## config.mk

```make
export PLATFORM = sky130hd
export DESIGN_NAME = fetch_ctrl
export DESIGN_NICKNAME = d
export VERILOG_FILES = /design/src/rtl/fetch_pkg.sv /design/src/rtl/fetch_ctrl.sv
export SDC_FILE = /design/constraint.sdc
export NUM_CORES = 1
export LEC_CHECK = 0
export CORE_ASPECT_RATIO = 1.5
export CORE_UTILIZATION = 40
export CTS_BUF_LIST = sky130_fd_sc_hd__clkbuf_8
export DETAILED_ROUTE_END_ITERATION = 16
export GPL_ROUTABILITY_DRIVEN = 0
export PLACE_DENSITY_LB_ADDON = 0.12
export SYNTH_ARGS = -nofsm -noshare
export SYNTH_HDL_FRONTEND = slang
export SYNTH_SLANG_ARGS = --single-unit
```

## constraint.sdc

```tcl
create_clock -name clk -period 2.7 [get_ports clk]
set_input_delay 0.54 -clock clk [delete_from_list [all_inputs] [get_ports clk]]
set_output_delay 0.54 -clock clk [all_outputs]
set_load 0.005 [all_outputs]
```

## src/rtl/fetch_pkg.sv

```systemverilog
// Shared types and constants for the instruction-fetch sequencer.
package fetch_pkg;

  localparam int unsigned XLEN       = 32;
  localparam int unsigned INST_BYTES = 4;
  localparam logic [XLEN-1:0] NOP_INST = 32'h0000_0000;

  typedef enum logic [1:0] {
    BOOT  = 2'd0,
    FETCH = 2'd1,
    MISS  = 2'd2,
    DRAIN = 2'd3
  } fetch_state_e;

  // Fetch addresses are word aligned; low two bits of any target are dropped.
  function automatic logic [XLEN-1:0] align_pc(input logic [XLEN-1:0] addr);
    return {addr[XLEN-1:2], 2'b00};
  endfunction

endpackage

```

## src/rtl/fetch_ctrl.sv

```systemverilog
// Instruction-fetch sequencer: owns the PC, issues I-cache requests, absorbs
// misses and redirects. Optional perf counters are built when FETCH_PERF_EN is defined.
module fetch_ctrl
  import fetch_pkg::*;
#(
  parameter logic [31:0] RESET_PC = 32'h0000_0000
) (
  input  logic        clk,
  input  logic        rst,
  input  logic        stall,
  input  logic        redirect_valid,
  input  logic [31:0] redirect_pc,
  output logic        ic_req,
  output logic [31:0] ic_addr,
  input  logic        ic_valid,
  input  logic [31:0] ic_rdata,
  output logic        inst_valid,
  output logic [31:0] inst_out,
  output logic [31:0] pc_out,
  output logic [31:0] pc_plus_4,
  output logic        if_hold,
  output logic        if_flush
`ifdef FETCH_PERF_EN
  ,
  output logic [31:0] perf_fetched,
  output logic [31:0] perf_miss_cycles,
  output logic [31:0] perf_redirects
`endif
);

  fetch_state_e r_state;
  fetch_state_e w_next_state;
  logic [31:0]  r_pc;
  logic [31:0]  r_pend_pc;
  logic [31:0]  w_target;
  logic [31:0]  w_pc_inc;

  assign w_target  = align_pc(redirect_pc);
  assign w_pc_inc  = r_pc + 32'(INST_BYTES);
  assign ic_addr   = r_pc;
  assign pc_out    = r_pc;
  assign pc_plus_4 = w_pc_inc;
  assign inst_out  = ic_rdata;
  assign if_hold   = !inst_valid && !if_flush;

  always_ff @(posedge clk or posedge rst) begin
    if (rst) r_state <= BOOT;
    else     r_state <= w_next_state;
  end

  always_comb begin
    w_next_state = r_state;
    case (r_state)
      BOOT:  w_next_state = FETCH;
      FETCH: begin
        if (!redirect_valid && !ic_valid) w_next_state = MISS;
      end
      MISS: begin
        if (redirect_valid)     w_next_state = DRAIN;
        else if (ic_valid)      w_next_state = FETCH;
      end
      DRAIN: begin
        if (ic_valid) w_next_state = FETCH;
      end
      default: w_next_state = BOOT;
    endcase
  end

  // Redirect beats stall beats deliver; a redirect always bubbles the IF register.
  always_comb begin
    ic_req     = 1'b0;
    inst_valid = 1'b0;
    if_flush   = 1'b0;
    case (r_state)
      FETCH, MISS: begin
        ic_req = 1'b1;
        if (redirect_valid)         if_flush   = 1'b1;
        else if (ic_valid && !stall) inst_valid = 1'b1;
      end
      DRAIN: begin
        ic_req   = 1'b1;
        if_flush = redirect_valid;
      end
      default: ;
    endcase
  end

  always_ff @(posedge clk or posedge rst) begin
    if (rst) begin
      r_pc      <= RESET_PC;
      r_pend_pc <= 32'h0000_0000;
    end else begin
      case (r_state)
        FETCH: begin
          if (redirect_valid)  r_pc <= w_target;
          else if (inst_valid) r_pc <= w_pc_inc;
        end
        MISS: begin
          if (redirect_valid)  r_pend_pc <= w_target;
          else if (inst_valid) r_pc <= w_pc_inc;
        end
        DRAIN: begin
          // The miss in flight must complete before the new target is requested.
          if (ic_valid)            r_pc      <= redirect_valid ? w_target : r_pend_pc;
          else if (redirect_valid) r_pend_pc <= w_target;
        end
        default: ;
      endcase
    end
  end

`ifdef FETCH_PERF_EN
  always_ff @(posedge clk or posedge rst) begin
    if (rst) begin
      perf_fetched     <= 32'h0;
      perf_miss_cycles <= 32'h0;
      perf_redirects   <= 32'h0;
    end else begin
      if (inst_valid)                        perf_fetched     <= perf_fetched + 32'd1;
      if (r_state == MISS || r_state == DRAIN) perf_miss_cycles <= perf_miss_cycles + 32'd1;
      if (redirect_valid && r_state != BOOT) perf_redirects   <= perf_redirects + 32'd1;
    end
  end
`endif

endmodule

```

### Word-level counts from Yosys, hierarchy flattened

Cells that the tools add are included.

| operators by class | value |
|---|---|
| bitwise logic cells | 0 |
| $mul | 0 |
| muxes and demuxes | 18 |
| div/mod/pow operators | 0 |
| add/subtract/negate cells | 1 |
| $lt $le $gt $ge | 0 |
| equality and inequality tests | 7 |
| reductions and logical operators | 15 |
| shift operators | 0 |

Operator list:

| operator | number |
|---|---|
| 2-to-1 mux 32 bit | 6 |
| case mux 32 bit (3 select lines) | 1 |
| case mux 32 bit (2 select lines) | 1 |
| adder 32 x 3 -> 32 bit (second input constant) | 1 |
| inequality test 2 bit (second input constant) | 4 |
| case mux 2 bit (4 select lines) | 1 |
| 2-to-1 mux 2 bit | 3 |
| logical NOT 1 bit | 5 |
| 2-to-1 mux 1 bit | 5 |
| equality test 2 bit (second input constant) | 2 |
| logical AND 1 bit | 3 |
| AND reduction 3 bit | 1 |
| nonzero test 3 bit | 1 |
| OR reduction 3 bit | 1 |
| equality test 2 x 1 -> 1 bit (second input constant) | 1 |
| logical NOT 2 bit | 1 |
| case mux 1 bit (2 select lines) | 1 |
| AND reduction 2 bit | 1 |
| nonzero test 2 bit | 1 |
| OR reduction 2 bit | 1 |

| storage, ports and cells | value |
|---|---|
| latch bits | 0 |
| register bits | 66 |
| memories | 0 |
| logic and storage cells | 44 |
| bits in read-only memories | 0 |
| RAM bits | 0 |

### Logic depth before layout (Yosys ltp)

Gate-level depths: netlist of the first run.

| logic depth | value |
|---|---|
| depth after elaboration | 8 |
| depth in mapped cells | 9 |
| gate-level depth less buffers | 8 |

### Worst setup path before layout of the first run

Ideal clock, no wire load.

| timing path | value |
|---|---|
| kind | register to output |
| start | register r_pc[2], in the netlist ic_addr[2] |
| end | output port pc_plus_4[14] |
| cell stages (with the launch flop) | 7 |
| arrival | 1.637 ns |
| setup slack | 0.523 ns |
| required time | 2.160 ns |
| path buffers | 1 |
| path through | dfrtp_1 > ha_1 > buf_2 > nand4_1 > nor2_1 > and4_1 > xor2_1 |

| on the way | value |
|---|---|
| longest elaborated chain between the ends | 1 |

Ends and longest elaborated chain:

| element | line | text |
|---|---|---|
| from (decl) | fetch_ctrl.sv:33 | `logic [31:0] r_pc;` |
| from (signal assigned) | fetch_ctrl.sv:95 | `if (redirect_valid) r_pc <= w_target;` |
| from (signal assigned) | fetch_ctrl.sv:96 | `else if (inst_valid) r_pc <= w_pc_inc;` |
| from (signal assigned) | fetch_ctrl.sv:100 | `else if (inst_valid) r_pc <= w_pc_inc;` |
| adder 32 x 3 -> 32 bit | fetch_ctrl.sv:39 | `assign w_pc_inc = r_pc + 32'(INST_BYTES);` |
| to (decl) | fetch_ctrl.sv:20 | `output logic [31:0] pc_plus_4,` |

No other way between the ends.

### Final worst setup path of the first run

| timing path | value |
|---|---|
| start | register r_pc[3], in the netlist ic_addr[3] |
| end | output port pc_plus_4[10] |

The elaborated chain is that of the path after synthesis.

==> results_tabular.tex, run 1 <==
\begin{tabular}{lr}
\hline
Metric & Value \\
\hline
\multicolumn{2}{l}{\textbf{STA}} \\
Clock skew after layout & 0.00845 ns \\
Clock period minus final worst setup slack & 2.62 ns \\
Worst slew margin relative to its limit & 69.6\% \\
Number of slew-limit violations in the final report & 0 \\
Final setup violating endpoints & 0 \\
RSZ-0062 raised after global routing & no \\
Minimum setup slack in the final design & 0.0806 ns \\
Slew @ Worst Pin & 0.454 ns \\
Final worst-path cycle share & 97.0\% \\
Final Hold Viols & 0 \\
Highest clock frequency the design can meet & 0.382 GHz \\
\multicolumn{2}{l}{\textbf{Placed design}} \\
Worst setup slack before clock tree synthesis & 0.116 ns \\
Instance area after placement & 0.00577 mm² \\
DPL Wire Length & 9.36 mm \\
Total of buffers placed on input and output ports & 134 \\
\multicolumn{2}{l}{\textbf{Yosys}} \\
Cell count after synthesis & 467 \\
EDFF count, synth & 0 \\
Most frequently used flop master after synthesis & sky130\_fd\_sc\_hd\_\_dfrtp\_1 \\
Most common library cells after synthesis & 68 x sky130\_fd\_sc\_hd\_\_buf\_4, 66 x sky130\_fd\_sc\_hd\_\_dfrtp\_1, 34 x sky130\_fd\_sc\_hd\_\_nand2\_1 \\
Leading cell types by total area after synthesis & sky130\_fd\_sc\_hd\_\_dfrtp\_1 37\%, sky130\_fd\_sc\_hd\_\_buf\_4 11\%, sky130\_fd\_sc\_hd\_\_mux2\_2 7.8\% \\
Proportion of synthesized flip-flops having asynchronous set or reset & 100\% \\
Area fraction of the dominant cell type after synthesis & 37.1\% \\
Sequential area share after synthesis & 37.1\% \\
Leading cell type by number of instances after synthesis & sky130\_fd\_sc\_hd\_\_buf\_4 \\
Post-synth cell types & 52 \\
Number of synthesis warnings & 0 \\
Post-synthesis cell type with the largest combined area & sky130\_fd\_sc\_hd\_\_dfrtp\_1 \\
Net count after synthesis & 541 \\
Avg Cell Area, Syn & 9.54 µm² \\
Post-Syn Area & 0.00445 mm² \\
Total of flip-flops plus latches after synthesis & 66 \\
\multicolumn{2}{l}{\textbf{Global route}} \\
Overflow left after global routing & 0 \\
Maximum number of pins on one net before global-route repair & 67 \\
GRT Overall Usage & 24.0\% \\
Number of global-route vias before repair & 4229 \\
Number of antenna violations at the first check in global routing & 0 \\
First-pass GRT wire length & 21.5 mm \\
\multicolumn{2}{l}{\textbf{Setup path}} \\
Maximum net fanout on the critical path & 7 \\
Number of buffer and inverter stages on the critical path & 2 \\
Crit path cell chain & ha\_2 -> buf\_4 -> nand4\_1 -> xnor2\_1 -> clkdlybuf4s50\_1 \\
Data arrival time at the worst-slack endpoint & 2.08 ns \\
R2r startpoint & r\_state[1] \\
Destination of the worst register-to-register timing path & ic\_addr[31] \\
Largest stage delay, worst path & 0.54 ns \\
Depth of the most critical reg-to-reg path & 8 \\
Setup crit end kind & output port \\
Slack of the worst reg-to-reg path & 0.54 ns \\
Setup crit start kind & flop \\
Required arrival time at the worst endpoint & 2.16 ns \\
CP top delay family & buffers and inverters \\
Crit path max-delay cell type & sky130\_fd\_sc\_hd\_\_clkdlybuf4s50\_1 \\
Worst Setup Path Type & reg -> out \\
\multicolumn{2}{l}{\textbf{Power and ir drop}} \\
Peak supply drop & 660 µV \\
Clock network fraction of total power & 13.9\% \\
Power per standard cell area & 1110 mW/mm² \\
Overall power consumption & 6.96 mW \\
Sequential power share & 25.9\% \\
Static Leak & 2.79 nW \\
Combinational share of power & 60.2\% \\
Net switching power & 2.59 mW \\
Net Sw Frac & 37.2\% \\
Design internal power & 4.37 mW \\
\multicolumn{2}{l}{\textbf{Layout}} \\
Fraction of layout instances using a drive strength above 1 & 26.2\% \\
Synth-to-Final Area Change & 41.2\% \\
Fin nets & 671 \\
Layout fillers & 986 \\
Area of all placed cells without fillers & 0.00629 mm² \\
Antenna Diode Count & 0 \\
\multicolumn{2}{l}{\textbf{Floorplan}} \\
Full die area & 0.0116 mm² \\
Count of standard-cell rows & 46 \\
Die width & 88.2 µm \\
CORE AREA & 0.0107 mm² \\
Top Ports & 201 \\
Starting density of the core & 41.6\% \\
Height of the chip & 131 µm \\
\multicolumn{2}{l}{\textbf{Hold path}} \\
WHS Endpoint & r\_pend\_pc[0] \\
Hold\_sp & r\_pend\_pc[0] \\
Cell depth of the worst hold path & 1 \\
Class of the worst hold path & reg -> reg \\
\multicolumn{2}{l}{\textbf{Detailed routing}} \\
Starting DRC count in detailed routing & 281 \\
Via density & 5.50 \\
Total length of routed wires & 13.5 mm \\
Antenna Violating Nets Remaining & 0 \\
\# DRC & 0 \\
Number of optimization iterations in the first detailed-route pass & 5 \\
Total number of vias & 4105 \\
Wire length per cell & 18.1 µm \\
\multicolumn{2}{l}{\textbf{Clock network}} \\
Number of buffers created by CTS & 9 \\
Buffer cell driving the clock tree root & sky130\_fd\_sc\_hd\_\_clkbuf\_8 \\
Sink Count & 66 \\
Htree depth & 3 \\
CTS Hold Buffers Added & 0 \\
Clock Latency Late Sink & 0.37 ns \\
Maximum buffer depth of the clock tree & 2 \\
CTS tree & yes \\
Clk pin slew, worst setup/hold paths & 0.08 ns \\
\multicolumn{2}{l}{\textbf{Run}} \\
\# Max-Cap Violations & 0 \\
\multicolumn{2}{l}{\textbf{Outcome}} \\
Outcome & finished clean \\
\hline
\end{tabular}
how the worst max path moves through the flow:
stage                          start       endpoint  slack, ns  cells past startpoint
after floorplan                  rst     ic_addr[0]       0.51                      1
after global placement    ic_addr[2]  pc_plus_4[14]       0.14                      7
after detailed placement  ic_addr[3]  pc_plus_4[14]       0.12                      7
after CTS                 ic_addr[3]  pc_plus_4[22]      -0.06                      9
after global routing      ic_addr[3]  pc_plus_4[20]     0.0009                      8
final                     ic_addr[3]  pc_plus_4[10]       0.08                      5
flip-flops by register name, summed over array words and instances, names as in the netlist:
| name | cells |
|---|---|
| ic_addr | 32 |
| r_pend_pc | 32 |
| r_state | 2 |
cells in the final DEF, fill, tap and decap left out, types with 10 or more instances in the layout:
master / n
sky130_fd_sc_hd__buf_4: 75
sky130_fd_sc_hd__clkbuf_8: 10
sky130_fd_sc_hd__mux2_2: 31
sky130_fd_sc_hd__nand4_1: 13
sky130_fd_sc_hd__inv_1: 11
sky130_fd_sc_hd__clkdlybuf4s50_1: 114
sky130_fd_sc_hd__dlygate4sd2_1: 14
sky130_fd_sc_hd__a21oi_1: 14
sky130_fd_sc_hd__nand2_1: 33
sky130_fd_sc_hd__xnor2_1: 21
sky130_fd_sc_hd__dfrtp_1: 64
sky130_fd_sc_hd__o21ai_0: 21
sky130_fd_sc_hd__nor2_1: 14
sky130_fd_sc_hd__a22oi_1: 18
layout make-up:
cell class | instances | area [µm²] | share of cell area [%]
well taps | 144 | 180 | 2.86
flip-flops and latches | 66 | 1650 | 26.3
inverters | 13 | 48.8 | 0.776
clock inverters | 6 | 90.1 | 1.43
multi-input cells | 294 | 2240 | 35.6
repair buffers | 213 | 1940 | 30.9
clock buffers | 10 | 138 | 2.19
worst reg2reg max path, cell delays in order (launching register included):
cell	delay, ns
sky130_fd_sc_hd__dfrtp_2	0.42
sky130_fd_sc_hd__inv_1	0.08
sky130_fd_sc_hd__ha_1	0.29
sky130_fd_sc_hd__nand4bb_1	0.21
sky130_fd_sc_hd__buf_4	0.22
sky130_fd_sc_hd__a21oi_1	0.14
sky130_fd_sc_hd__buf_4	0.17
sky130_fd_sc_hd__a31oi_1	0.10
sky130_fd_sc_hd__or3_1	0.40
power groups by stage:
stage / Combinational [mW] / Sequential [mW] / Clock, mW
2_1_floorplan: 2.00 / 1.90 / 0
3_3_place_gp: 4.01 / 1.79 / 0
3_5_place_dp: 4.08 / 1.82 / 0
4_1_cts: 4.16 / 1.79 / 0.984
5_1_grt: 4.52 / 1.85 / 1.03
6_report: 4.19 / 1.80 / 0.968
layer usage:
| metal | global-route usage (%) | share of wire, % | vias to the layer above |
|---|---|---|---|
| met1 | 28.0 | 39 | 2013 |
| met4 | 13.3 | 3.7 | 0 |
| met2 | 40.7 | 52 | 153 |
| met5 | 0 | 0 | - |
| met3 | 3.71 | 5.2 | 41 |
| li1 | - | - | 1898 |
cells by family after synthesis:
family / count (synthesis) / share of synthesized area, %
AOI/OAI and AO/OA: 103 / 16.7
muxes: 31 / 7.84
and+or+nand+nor: 127 / 16.2
DFF: 66 / 37.1
buffers and inverters: 107 / 15.4
xor gates and xnor gates: 28 / 5.51
adders and majority gates: 5 / 1.40
repair_timing:
item | in CTS | in global routing
buffers inserted | 19 | 7
resized for setup | 49 | 11
pin swaps | 18 | 7
endpoints found under the setup margin | 23 | 11
endpoints found under the hold margin | 0 | 0
through the flow:
stage          hold slack (ns)  TNS [ns]  util [%]  instances
5_1_grt                  0.504         0      58.8        746
3_5_place_dp             0.471         0      53.9        704
4_1_cts                  0.496   -0.0552      58.1        739
3_3_place_gp             0.473         0      53.9        704
6_report                 0.491         0      58.8        746
2_1_floorplan            0.453         0         -        467
Power figures use the tool's default switching activity.
==> inputs of run 2 (changes only) <==
- CAP_MARGIN: not set -> 20
- CORE_UTILIZATION: 40 -> 39
- clock period: 2.7 -> 2.33 ns (I/O delays scaled with it)
==> run 2 against run 1 <==
The run now ends with setup timing left; first-iteration DRC count down 15%; core utilization increased by 0.56 points; final area is 4.3% higher; clock skew up 0.0031 ns; die area up 2.5%; combinational power rose by 18%; worst setup slack worse by 0.19 ns; final cell count up 5.4%; clock power shrank 17%; power is 12% higher; largest power group unchanged; register-to-register slack lost 0.37 ns; non-clock buffer count increased by 38.
==> results_tabular.tex, run 2 (synthesis results as in run 1) <==
\begin{tabular}{lr}
\hline
Metric & Value \\
\hline
\multicolumn{2}{l}{\textbf{Outcome}} \\
Outcome & finished with violations \\
Failing checks & setup timing \\
\multicolumn{2}{l}{\textbf{STA}} \\
Total Neg Setup Slack & -0.453 ns \\
Number of slew-limit violations in the final report & 0 \\
Highest clock frequency the design can meet & 0.410 GHz \\
RSZ-0062 raised after global routing & yes \\
Minimum setup slack in the final design & -0.108 ns \\
Clock skew after layout & 0.0116 ns \\
Final-layout worst hold slack & 0.499 ns \\
Final setup violating endpoints & 7 \\
Slew @ Worst Pin & 0.384 ns \\
Worst slew margin relative to its limit & 74.4\% \\
Clock period minus final worst setup slack & 2.44 ns \\
Final worst-path cycle share & 105\% \\
Final Hold Viols & 0 \\
\multicolumn{2}{l}{\textbf{Setup path}} \\
Destination of the worst register-to-register timing path & ic\_addr[4] \\
Depth of the most critical reg-to-reg path & 8 \\
R2r startpoint & r\_state[0] \\
Setup crit start kind & flop \\
Maximum net fanout on the critical path & 2 \\
Data arrival time at the worst-slack endpoint & 1.97 ns \\
Worst Setup Path Type & reg -> out \\
Setup crit end kind & output port \\
Slack of the worst reg-to-reg path & 0.17 ns \\
Required arrival time at the worst endpoint & 1.86 ns \\
\multicolumn{2}{l}{\textbf{Power and ir drop}} \\
Clock network fraction of total power & 10.3\% \\
Net switching power & 2.98 mW \\
Sequential power share & 26.4\% \\
Static Leak & 2.99 nW \\
Overall power consumption & 7.82 mW \\
Net Sw Frac & 38.1\% \\
Peak supply drop & 716 µV \\
Combinational share of power & 63.3\% \\
Design internal power & 4.84 mW \\
Power per standard cell area & 1190 mW/mm² \\
\multicolumn{2}{l}{\textbf{Placed design}} \\
Total of buffers placed on input and output ports & 134 \\
DPL Wire Length & 9.56 mm \\
\multicolumn{2}{l}{\textbf{Global route}} \\
Overflow left after global routing & 0 \\
Number of global-route vias before repair & 4239 \\
First-pass GRT wire length & 21.4 mm \\
GRT Overall Usage & 23.6\% \\
Number of antenna violations at the first check in global routing & 0 \\
Maximum number of pins on one net before global-route repair & 67 \\
\multicolumn{2}{l}{\textbf{Layout}} \\
Synth-to-Final Area Change & 47.2\% \\
Layout fillers & 1035 \\
Fraction of layout instances using a drive strength above 1 & 34.7\% \\
Area taken by flip-flops and latches & 0.00165 mm² \\
Highest-count cells in the layout ignoring fill and taps & 104 x sky130\_fd\_sc\_hd\_\_clkdlybuf4s50\_1, 99 x sky130\_fd\_sc\_hd\_\_buf\_4, 65 x sky130\_fd\_sc\_hd\_\_dfrtp\_1 \\
Antenna Diode Count & 0 \\
Total area of multi-input combinational cells & 0.00230 mm² \\
Fin nets & 709 \\
Most frequent standard cell in the layout excluding fill and tap cells & sky130\_fd\_sc\_hd\_\_clkdlybuf4s50\_1 \\
\multicolumn{2}{l}{\textbf{Floorplan}} \\
Full die area & 0.0119 mm² \\
Starting density of the core & 40.3\% \\
Die width & 89.3 µm \\
Top Ports & 201 \\
CORE AREA & 0.0111 mm² \\
Height of the chip & 133 µm \\
Count of standard-cell rows & 47 \\
\multicolumn{2}{l}{\textbf{Detailed routing}} \\
\# DRC & 0 \\
Total length of routed wires & 13.5 mm \\
Antenna Violating Nets Remaining & 0 \\
Starting DRC count in detailed routing & 238 \\
Via density & 5.39 \\
Total number of vias & 4239 \\
Number of optimization iterations in the first detailed-route pass & 5 \\
Wire length per cell & 17.1 µm \\
\multicolumn{2}{l}{\textbf{Clock network}} \\
Maximum buffer depth of the clock tree & 2 \\
Number of buffers created by CTS & 9 \\
Sink Count & 66 \\
CTS Hold Buffers Added & 0 \\
Clock Latency Late Sink & 0.36 ns \\
Buffer cell driving the clock tree root & sky130\_fd\_sc\_hd\_\_clkbuf\_8 \\
Htree depth & 3 \\
Clk pin slew, worst setup/hold paths & 0.07 ns \\
CTS tree & yes \\
\multicolumn{2}{l}{\textbf{Run}} \\
\# Max-Cap Violations & 0 \\
\multicolumn{2}{l}{\textbf{Hold path}} \\
Class of the worst hold path & in -> async \\
\hline
\end{tabular}
## run 2: cell types whose count changed in the layout (fill, tap and decap cells not counted), sizes merged, moves of 2 or more
cell           before  now
bufinv              2    0
dlygate4sd2        14    9
buf                81  133
inv                13   15
clkdlybuf4s50     114  104
## run 2: what timing repair did
action | 4_1_cts | 5_1_grt
pin swaps | 28 | 22
resized for setup | 118 | 28
buffers inserted | 27 | 15
endpoints found under the hold margin | 0 | 0
endpoints found under the setup margin | 29 | 29
## run 2: final cells by class
cell class,count,area share (%)
multi-input cells,294,35.1
well taps,147,2.80
clock inverters,6,0.420
clock buffers,9,1.89
repair buffers,251,33.8
inverters,13,0.744
flip-flops and latches,66,25.2
## run 2: critical path, cell delays in order, from the launching register on
cell,delay [ns]
sky130_fd_sc_hd__dfrtp_1,0.36
sky130_fd_sc_hd__ha_2,0.20
sky130_fd_sc_hd__nand4_1,0.11
sky130_fd_sc_hd__buf_6,0.16
sky130_fd_sc_hd__nor4_4,0.11
sky130_fd_sc_hd__buf_4,0.15
sky130_fd_sc_hd__buf_6,0.09
sky130_fd_sc_hd__buf_6,0.10
sky130_fd_sc_hd__nand3_4,0.08
sky130_fd_sc_hd__xnor2_2,0.13
sky130_fd_sc_hd__buf_2,0.13
## run 2: power by group through the flow
stage          Clock (mW)  Sequential, mW  Combinational (mW)
5_1_grt             0.866            2.13                5.36
4_1_cts             0.823            2.04                4.90
6_report            0.802            2.06                4.95
3_5_place_dp            0            2.07                4.85
3_3_place_gp            0            2.04                4.78
2_1_floorplan           0            2.20                2.32
## run 2: worst max-delay path by stage
stage / startpoint / end / slack (ns)
global placement: ic_addr[2] / pc_plus_4[28] / -0.17
detailed placement: ic_addr[2] / pc_plus_4[26] / -0.19
CTS: ic_addr[3] / pc_plus_4[22] / -0.28
global route: ic_addr[3] / pc_plus_4[26] / -0.21
floorplan: rst / ic_addr[0] / 0.21
finish: ic_addr[3] / pc_plus_4[22] / -0.11
## run 2: per-layer routing
metal,share of wire (%),track usage [%],vias up
met2,53,41.2,152
li1,-,-,1976
met5,0,0,-
met1,40,28.2,2083
met4,2.3,9.79,0
met3,4.6,3.49,28
## run 2: stage by stage
| step | utilization [%] | instance area, µm² | setup WS [ns] | std cells |
|---|---|---|---|---|
| after floorplan | - | 4450 | 0.209 | 467 |
| after global placement | 54.1 | 5980 | -0.174 | 733 |
| after detailed placement | 54.1 | 5980 | -0.191 | 733 |
| after CTS | 58.0 | 6410 | -0.283 | 774 |
| after global routing | 59.3 | 6560 | -0.214 | 786 |
| final | 59.3 | 6560 | -0.108 | 786 |
